`src/rtl/alu_pkg.sv`:
```
// Shared definitions for the ALU output stage: flag bit positions and FIFO fill states.
package alu_pkg;

    localparam int FLAG_W = 4;
    localparam int FLAG_N = 3;
    localparam int FLAG_Z = 2;
    localparam int FLAG_C = 1;
    localparam int FLAG_V = 0;

    typedef enum logic [1:0] {
        FILL_EMPTY = 2'd0,
        FILL_ONE   = 2'd1,
        FILL_FULL  = 2'd2
    } fillState_e;

endpackage

```
`src/rtl/alu_flag_calc.sv`:
```
// Combinational flag derivation from the ripple-carry adder outputs: {N,Z,C,V}.
module alu_flag_calc
    import alu_pkg::*;
#(
    parameter int WIDTH = 4
) (
    input  logic [WIDTH-1:0]  sum_i,
    input  logic              cout_i,
    input  logic              cmsb_i,
    output logic [FLAG_W-1:0] flags_o
);

    // Overflow is a carry into the MSB that did not carry out, or vice versa.
    always_comb begin
        flags_o         = '0;
        flags_o[FLAG_N] = sum_i[WIDTH-1];
        flags_o[FLAG_Z] = (sum_i == '0);
        flags_o[FLAG_C] = cout_i;
        flags_o[FLAG_V] = cout_i ^ cmsb_i;
    end

endmodule

```
`src/rtl/alu_flag_stage.sv`:
```
// Registered result+flag stage behind the 4-bit adder, a 2-entry valid/ready skid FIFO.
// Define ALU_STICKY_OVF_EN to add the sticky overflow register (ovf_sticky/ovf_clr).
module alu_flag_stage
    import alu_pkg::*;
#(
    parameter int WIDTH = 4
) (
    input  logic              clk,
    input  logic              rst_n,
    input  logic              in_valid,
    output logic              in_ready,
    input  logic [WIDTH-1:0]  in_sum,
    input  logic              in_cout,
    input  logic              in_cmsb,
    output logic              out_valid,
    input  logic              out_ready,
    output logic [WIDTH-1:0]  out_result,
    output logic [FLAG_W-1:0] out_flags,
    input  logic              ovf_clr,
    output logic              ovf_sticky
);

    fillState_e        fill_q, fill_d;
    logic [WIDTH-1:0]  headResult_q, headResult_d;
    logic [WIDTH-1:0]  tailResult_q, tailResult_d;
    logic [FLAG_W-1:0] headFlags_q, headFlags_d;
    logic [FLAG_W-1:0] tailFlags_q, tailFlags_d;
    logic [FLAG_W-1:0] newFlags;
    logic              push;
    logic              pop;

    alu_flag_calc #(.WIDTH(WIDTH)) uFlagCalc (
        .sum_i   (in_sum),
        .cout_i  (in_cout),
        .cmsb_i  (in_cmsb),
        .flags_o (newFlags)
    );

    assign in_ready   = rst_n && (fill_q != FILL_FULL);
    assign out_valid  = (fill_q != FILL_EMPTY);
    assign out_result = headResult_q;
    assign out_flags  = headFlags_q;
    assign push       = in_valid && in_ready;
    assign pop        = out_valid && out_ready;

    // The head slot drives the outputs directly; vacated slots are zeroed.
    always_comb begin
        fill_d       = fill_q;
        headResult_d = headResult_q;
        headFlags_d  = headFlags_q;
        tailResult_d = tailResult_q;
        tailFlags_d  = tailFlags_q;
        case (fill_q)
            FILL_EMPTY: begin
                if (push) begin
                    headResult_d = in_sum;
                    headFlags_d  = newFlags;
                    fill_d       = FILL_ONE;
                end
            end
            FILL_ONE: begin
                if (push && pop) begin
                    headResult_d = in_sum;
                    headFlags_d  = newFlags;
                end else if (push) begin
                    tailResult_d = in_sum;
                    tailFlags_d  = newFlags;
                    fill_d       = FILL_FULL;
                end else if (pop) begin
                    headResult_d = '0;
                    headFlags_d  = '0;
                    fill_d       = FILL_EMPTY;
                end
            end
            FILL_FULL: begin
                if (pop) begin
                    headResult_d = tailResult_q;
                    headFlags_d  = tailFlags_q;
                    tailResult_d = '0;
                    tailFlags_d  = '0;
                    fill_d       = FILL_ONE;
                end
            end
            default: begin
                fill_d       = FILL_EMPTY;
                headResult_d = '0;
                headFlags_d  = '0;
                tailResult_d = '0;
                tailFlags_d  = '0;
            end
        endcase
    end

    always_ff @(posedge clk) begin
        if (!rst_n) begin
            fill_q       <= FILL_EMPTY;
            headResult_q <= '0;
            headFlags_q  <= '0;
            tailResult_q <= '0;
            tailFlags_q  <= '0;
        end else begin
            fill_q       <= fill_d;
            headResult_q <= headResult_d;
            headFlags_q  <= headFlags_d;
            tailResult_q <= tailResult_d;
            tailFlags_q  <= tailFlags_d;
        end
    end

`ifdef ALU_STICKY_OVF_EN
    logic ovfSticky_q;

    // Setting on an overflowing pop takes priority over a coincident clear.
    always_ff @(posedge clk) begin
        if (!rst_n) begin
            ovfSticky_q <= 1'b0;
        end else if (pop && headFlags_q[FLAG_V]) begin
            ovfSticky_q <= 1'b1;
        end else if (ovf_clr) begin
            ovfSticky_q <= 1'b0;
        end
    end

    assign ovf_sticky = ovfSticky_q;
`else
    logic unusedOvfClr;

    assign unusedOvfClr = ovf_clr;
    assign ovf_sticky   = 1'b0;
`endif

endmodule
```
`config.mk`:
```
export PLATFORM = sky130hd
export DESIGN_NAME = alu_flag_stage
export DESIGN_NICKNAME = d
export VERILOG_FILES = /design/src/rtl/alu_pkg.sv /design/src/rtl/alu_flag_calc.sv /design/src/rtl/alu_flag_stage.sv
export SDC_FILE = /design/constraint.sdc
export NUM_CORES = 1
export LEC_CHECK = 0
export BUFFER_PORTS_ARGS = -buffer_cell sky130_fd_sc_hd__buf_2
export CAP_MARGIN = 20
export CORE_MARGIN = 2
export CORE_UTILIZATION = 47
export DETAILED_ROUTE_END_ITERATION = 7
export MAX_ROUTING_LAYER = met4
export PLACE_DENSITY_LB_ADDON = 0.08
export SYNTH_ARGS = -nofsm -noshare
export SYNTH_HDL_FRONTEND = slang
export SYNTH_SLANG_ARGS = --single-unit
```
`constraint.sdc`:
```
create_clock -name clk -period 1.35 [get_ports clk]
set_input_delay 0.135 -clock clk [delete_from_list [all_inputs] [get_ports clk]]
set_output_delay 0.135 -clock clk [all_outputs]
set_load 0.05 [all_outputs]
```
==> Word level (Yosys, flattened, before mapping) <==
Cells that the tools add are included.
Widths: inputs -> output; s select.
{ "word_totals": {"reg_bits": 18, "memories": 0, "ramBits": 0, "latchBits": 0, "inputBits": 11, "rom_bits": 0, "word_cells": 47, "out_inout_bits": 11} }
{ "classes": {"add_sub_neg": 0, "n_mul": 0, "magnitude_cmp": 0, "div_mod_pow": 0, "bitwise": 2, "mux": 20, "n_reduce_logical": 10, "shifts": 0, "eq_ne": 10} }
{ "ops": {"columns": ["op", "n"], "rows": [
  ["$pmux 4 s3", 4],
  ["$mux 4", 10],
  ["$reduce_and 4->1", 3],
  ["$mux 2", 5],
  ["$ne 2x2->1 const B", 5],
  ["$ne 3x3->1 const B", 3],
  ["$pmux 2 s3", 1],
  ["$logic_and 1x1->1", 4],
  ["$logic_not 4->1", 1],
  ["$eq 2x1->1 const B", 1],
  ["$eq 2x2->1 const B", 1],
  ["$logic_not 2->1", 1],
  ["$reduce_bool 2->1", 1],
  ["$not 1->1", 1],
  ["$xor 1x1->1", 1]
]} }

==> Longest topological paths before layout <==
{ "logic_depth": {"depth_word": 6, "ltp_mapped": 6, "depth_no_buf": 5} }

==> Cells and area by module <==
From an unflattened synthesis, not the netlist that was laid out.
{ "hier_totals": {"cells_unflattened": 111, "hier_area_um2": 1082.3} }
{ "by_module_without_submodules": {"columns": ["mod", "area_each_um2", "seq_area_each_um2", "cells_per_inst", "n_inst"], "rows": [
  ["alu_flag_stage", 1046.0, 360.3, 107, 1],
  ["alu_flag_calc", 36.3, 0.0, 4, 1]
]} }

==> Worst setup path after synthesis <==
Ideal clock, no wire load.
{ "synth_path": {"kind": "flip-flop to flip-flop", "startpoint": "reg fill_q[0]", "endpoint": "reg headResult_q[0] (netlist: out_result[0])", "path_stages_with_launch": 7, "period_less_slack_ns": 1.340, "path_buffers": 1, "setup_ns": 0.118, "path_slack_ns": 0.010, "t_required_ns": 1.232, "t_arrival_ns": 1.222, "cell_sequence": "dfxtp_1 > buf_6 > nor2_1 > inv_1 > o221ai_2 > a22oi_1 > nor2b_1"} }
{ "synth_between": {"elab_cells_between_ends": 16, "classes_between": "7 x eq/ne; 2 x mux; 7 x reduce/logical"} }
{ "synth_lines": {"columns": ["item", "line", "text"], "rows": [
  ["start, declared", "alu_flag_stage.sv:23", "fillState_e fill_q, fill_d;"],
  ["start signal, assigned", "alu_flag_stage.sv:102", "fill_q <= fill_d;"],
  ["$reduce_bool 2->1 *", "alu_flag_stage.sv:40", "assign out_valid = (fill_q != FILL_EMPTY);"],
  ["via out_valid", "alu_flag_stage.sv:15", "output logic out_valid,"],
  ["$logic_and 1x1->1 *", "alu_flag_stage.sv:44", "assign pop = out_valid && out_ready;"],
  ["$logic_and 1x1->1", "alu_flag_stage.sv:62", "if (push && pop) begin"],
  ["$ne 3x3->1 (no line) or $mux 4 (tied branches)", null, null],
  ["$reduce_and 4->1 (no line) or $pmux 4 s3 (tied branches)", null, null],
  ["end signal, assigned", "alu_flag_stage.sv:103", "headResult_q <= headResult_d;"],
  ["end, declared", "alu_flag_stage.sv:24", "logic [WIDTH-1:0] headResult_q, headResult_d;"]
]} }
Mark *: on every way through the listed nets, which the timed path passes. The rest lies on a longest branch.
A chain may end at the register's enable or synchronous reset.

==> Final worst setup path <==
{ "layout_path": {"startpoint": "reg fill_q[1]", "endpoint": "out in_ready"} }
{ "layout_between": {"elab_chain_cells": 2} }
{ "layout_rtl": {"columns": ["item", "line", "text"], "rows": [
  ["$ne 2x2->1", "alu_flag_stage.sv:39", "assign in_ready = rst_n && (fill_q != FILL_FULL);"],
  ["$logic_and 1x1->1", "alu_flag_stage.sv:39", null],
  ["end, declared", "alu_flag_stage.sv:11", "output logic in_ready,"]
]} }
Every way passes these cells.

==> metrics.json <==
{
  "internal_power_uw": 721.8,
  "power_density_mw_per_mm2": 889.7,
  "synth_top_area_share_pct": 31.88,
  "clk_lat_worst_skew_ns": 0.29,
  "die_width_um": 50.24,
  "yosys_warnings": 0,
  "clockPowerShare_pct": 23.5,
  "areaGrowthSynthToFinish_pct": 21.17,
  "globalRouteTotalUtil_pct": 19.75,
  "critical_path.endpoint_type": "output port",
  "critical_path.cell_chain": "buf_4 > nand2b_4 > and2_1 > buf_6",
  "finalHoldViolations": 0,
  "worst_ep_arrival_ns": 1.21,
  "cells_taking_the_most_area_after_synthesis": "dfxtp_1 32%, mux2i_1 14%, nor2b_1 7.5%, a22oi_1 3.7%, buf_4 3.7%",
  "critPathKind": "flip-flop to output port",
  "number_of_instances_in_the_synthesized_netlist": 114,
  "cpLargestDelayFamily": "flip-flops",
  "cts.reportedPaths.clkPinSlew_ns": 0.10,
  "start_util_pct": 50.69,
  "critPathLaunchType": "flip-flop",
  "num_antenna_cells": 0,
  "final_clock_period_utilization_by_the_worst_path_pct": 99.35,
  "worstHoldPathType": "primary input to flip-flop",
  "postLayoutSetupSlackWorst_ns": 0.008756,
  "max_cap_violations": 0,
  "multiplexer_share_of_the_synthesized_area_pct": 13.95,
  "p_sw_share_pct": 33.36,
  "chipHeight_um": 50.24,
  "cts.path.max_buffers": 2,
  "finalSetupViolations": 0,
  "cts_sinks": 16,
  "drt-initial-drc-count": 12,
  "avgSynthCellArea_um2": 8.813,
  "netlist.top_cell.by_area": "dfxtp_1",
  "synthXorXnorAreaFrac_pct": 0.8717,
  "synth_async_sr_flop_share_pct": 0,
  "clock_tree.htree_level_count": 1,
  "cp.depth": 4,
  "antenna_found_initial": 0,
  "first_pass_grt_wire_length_um": 3657,
  "maxSlewViolCount": 0,
  "hpwl_um": 1498,
  "power_frac_seq_pct": 46.9,
  "num_rows": 16,
  "status": "complete, no violations",
  "synth_top_flop_cell": "dfxtp_1",
  "vias": 864,
  "fmax_mhz": 745.6,
  "area_inside_the_core_boundary_mm2": 0.001982,
  "firstDrtPassIters": 5,
  "grt_setup_unrepaired": "true",
  "filler_cells": 186,
  "drc": 0,
  "rr_worst_depth": 5,
  "first_global_vias": 815,
  "synth.net_count": 125,
  "cts_made_buffers": 3,
  "cpPeakStageDelay_ns": 0.41,
  "power.static_leakage_uw": 0.0005156,
  "post-synth-top-count-cell": "dfxtp_1",
  "critical_path.max_fanout": 10,
  "crit_slowest_cell": "dfxtp_4",
  "cts_tree": "yes",
  "io_buffers": 19,
  "whs_path_depth": 2,
  "final_wirelength_um": 2043,
  "path_buf_inv": 2,
  "route.detailed.wl_per_inst_um": 12.31,
  "synth_top_family_by_area": "simple AND/OR/NAND/NOR gates",
  "fin_cells": 166,
  "pwr-share-comb_pct": 29.7,
  "required_ns": 1.22,
  "finish.net_count": 152,
  "syn-cell-area_mm2": 0.001005,
  "synthSimpleGateAreaFrac_pct": 23.04,
  "gr-total-overflow": 0,
  "ioPinCount": 22,
  "synth-compound-area-share_pct": 17.68,
  "placed_cells": 161,
  "switchingPower_uw": 361.3,
  "via_per_inst": 5.205,
  "final.min_clock_period_ns": 1.341,
  "route.antenna.remaining_nets": 0,
  "synthesized_area_fraction_occupied_by_adder_cells_pct": 0,
  "global_placement_routability_congestion": 0.7508,
  "synth.yosys.seq_area_share_pct": 31.88,
  "synth.top_cells.by_count": "16 x dfxtp_1, 14 x mux2i_1, 12 x nor2b_1, 9 x inv_1, 8 x nor2_1",
  "synth_edf_count": 0,
  "grt_max_degree": 12,
  "worst_ir_drop_vdd_uv": 631.8,
  "drive_above_1_share_pct": 33.81,
  "skew_ns": 0.009952,
  "synthDistinctLibCells": 36,
  "finalCoreUtilization_pct": 61.43,
  "die_area_mm2": 0.002524,
  "post_place_worst_slack_ns": -0.02310,
  "cts_hold_buf": 0,
  "ys_seq_elements": 16,
  "cts_root_buffer": "clkbuf_4"
}
cell usage in the layout (no fill, tap or decap), drive strengths merged, types with 2 or more instances in the layout:
cell type | synthesis | layout
buf | 8 | 33
dfxtp | 16 | 16
mux2i | 14 | 14
nor2b | 13 | 13
inv | 9 | 9
nor2 | 8 | 8
a22oi | 5 | 5
nand2 | 4 | 4
a21oi | 3 | 3
nand3 | 3 | 3
o22ai | 3 | 3
clkbuf | 3 | 3
o21ai | 3 | 3
and2 | 2 | 2
o22a | 2 | 2
o32ai | 2 | 2
nand2b | 2 | 2
nor3b | 2 | 2
final cells by class:
| cell class | instances | area [µm²] | area share, % |
|---|---|---|---|
| clock buffer | 3 | 22.52 | 1.850 |
| inverter | 9 | 33.78 | 2.775 |
| multi-input combinational | 78 | 580.6 | 47.69 |
| sequential | 16 | 327.8 | 26.93 |
| timing repair buffer | 33 | 219.0 | 17.99 |
| tap | 27 | 33.78 | 2.775 |
state kept, by name, indices dropped and copies added, names as in the netlist:
signal / count
out_flags: 4
out_result: 3
tailResult_q: 4
fill_q: 2
tailFlags_q: 3
kinds of logic after synthesis:
kind of cell              Yosys count
xor gates and xnor gates            1
buffers and inverters              20
muxes                              14
and+or+nand+nor                    39
other                               1
AOI/OAI and AO/OA                  23
DFF                                16
worst paths after layout:
| kind | slack (ns) | to | startpoint |
|---|---|---|---|
| hold reg to reg | 0.47 | out_flags[0]$_SDFFE_PN0P_ | out_flags[0]$_SDFFE_PN0P_ |
| setup / recovery | 0.009 | in_ready | fill_q[1]$_SDFFE_PN0P_ |
| hold / removal | 0.13 | fill_q[0]$_SDFFE_PN0P_ | rst_n |
| setup reg to reg | 0.04 | out_result[1]$_SDFFE_PN0P_ | fill_q[1]$_SDFFE_PN0P_ |
stage by stage:
| step | hold WS [ns] | total power (µW) | TNS [ns] | instance area (µm²) |
|---|---|---|---|---|
| 2_1_floorplan | 0.3382 | 752.3 | 0 | 1005 |
| 4_1_cts | 0.1233 | 1084 | 0 | 1206 |
| 5_1_grt | 0.1334 | 1140 | -0.2338 | 1217 |
| 6_report | 0.1277 | 1083 | 0 | 1217 |
| 3_3_place_gp | 0.4410 | 828.1 | -0.004211 | 1160 |
| 3_5_place_dp | 0.4414 | 830.9 | -0.02677 | 1160 |
power by group through the flow:
| stage | Combinational [µW] | Clock, µW | Sequential [µW] |
|---|---|---|---|
| after global placement | 316 | 0 | 512 |
| after CTS | 317 | 260 | 507 |
| after detailed placement | 318 | 0 | 513 |
| after floorplan | 200 | 0 | 553 |
| after global routing | 351 | 277 | 512 |
| final | 321 | 254 | 507 |
metal layers:
layer,up-vias,GRT usage (%),wire [µm]
met3,2,3.571,71
li1,444,-,-
met5,-,-,0
met2,18,29.17,902
met1,400,27.05,1056
met4,0,6.944,13
timing repair:
item,4_1_cts,5_1_grt
resized for setup,7,4
endpoints found under the setup margin,8,8
pin swaps,0,1
buffers inserted,3,0
(Power assumes the default switching activity.)
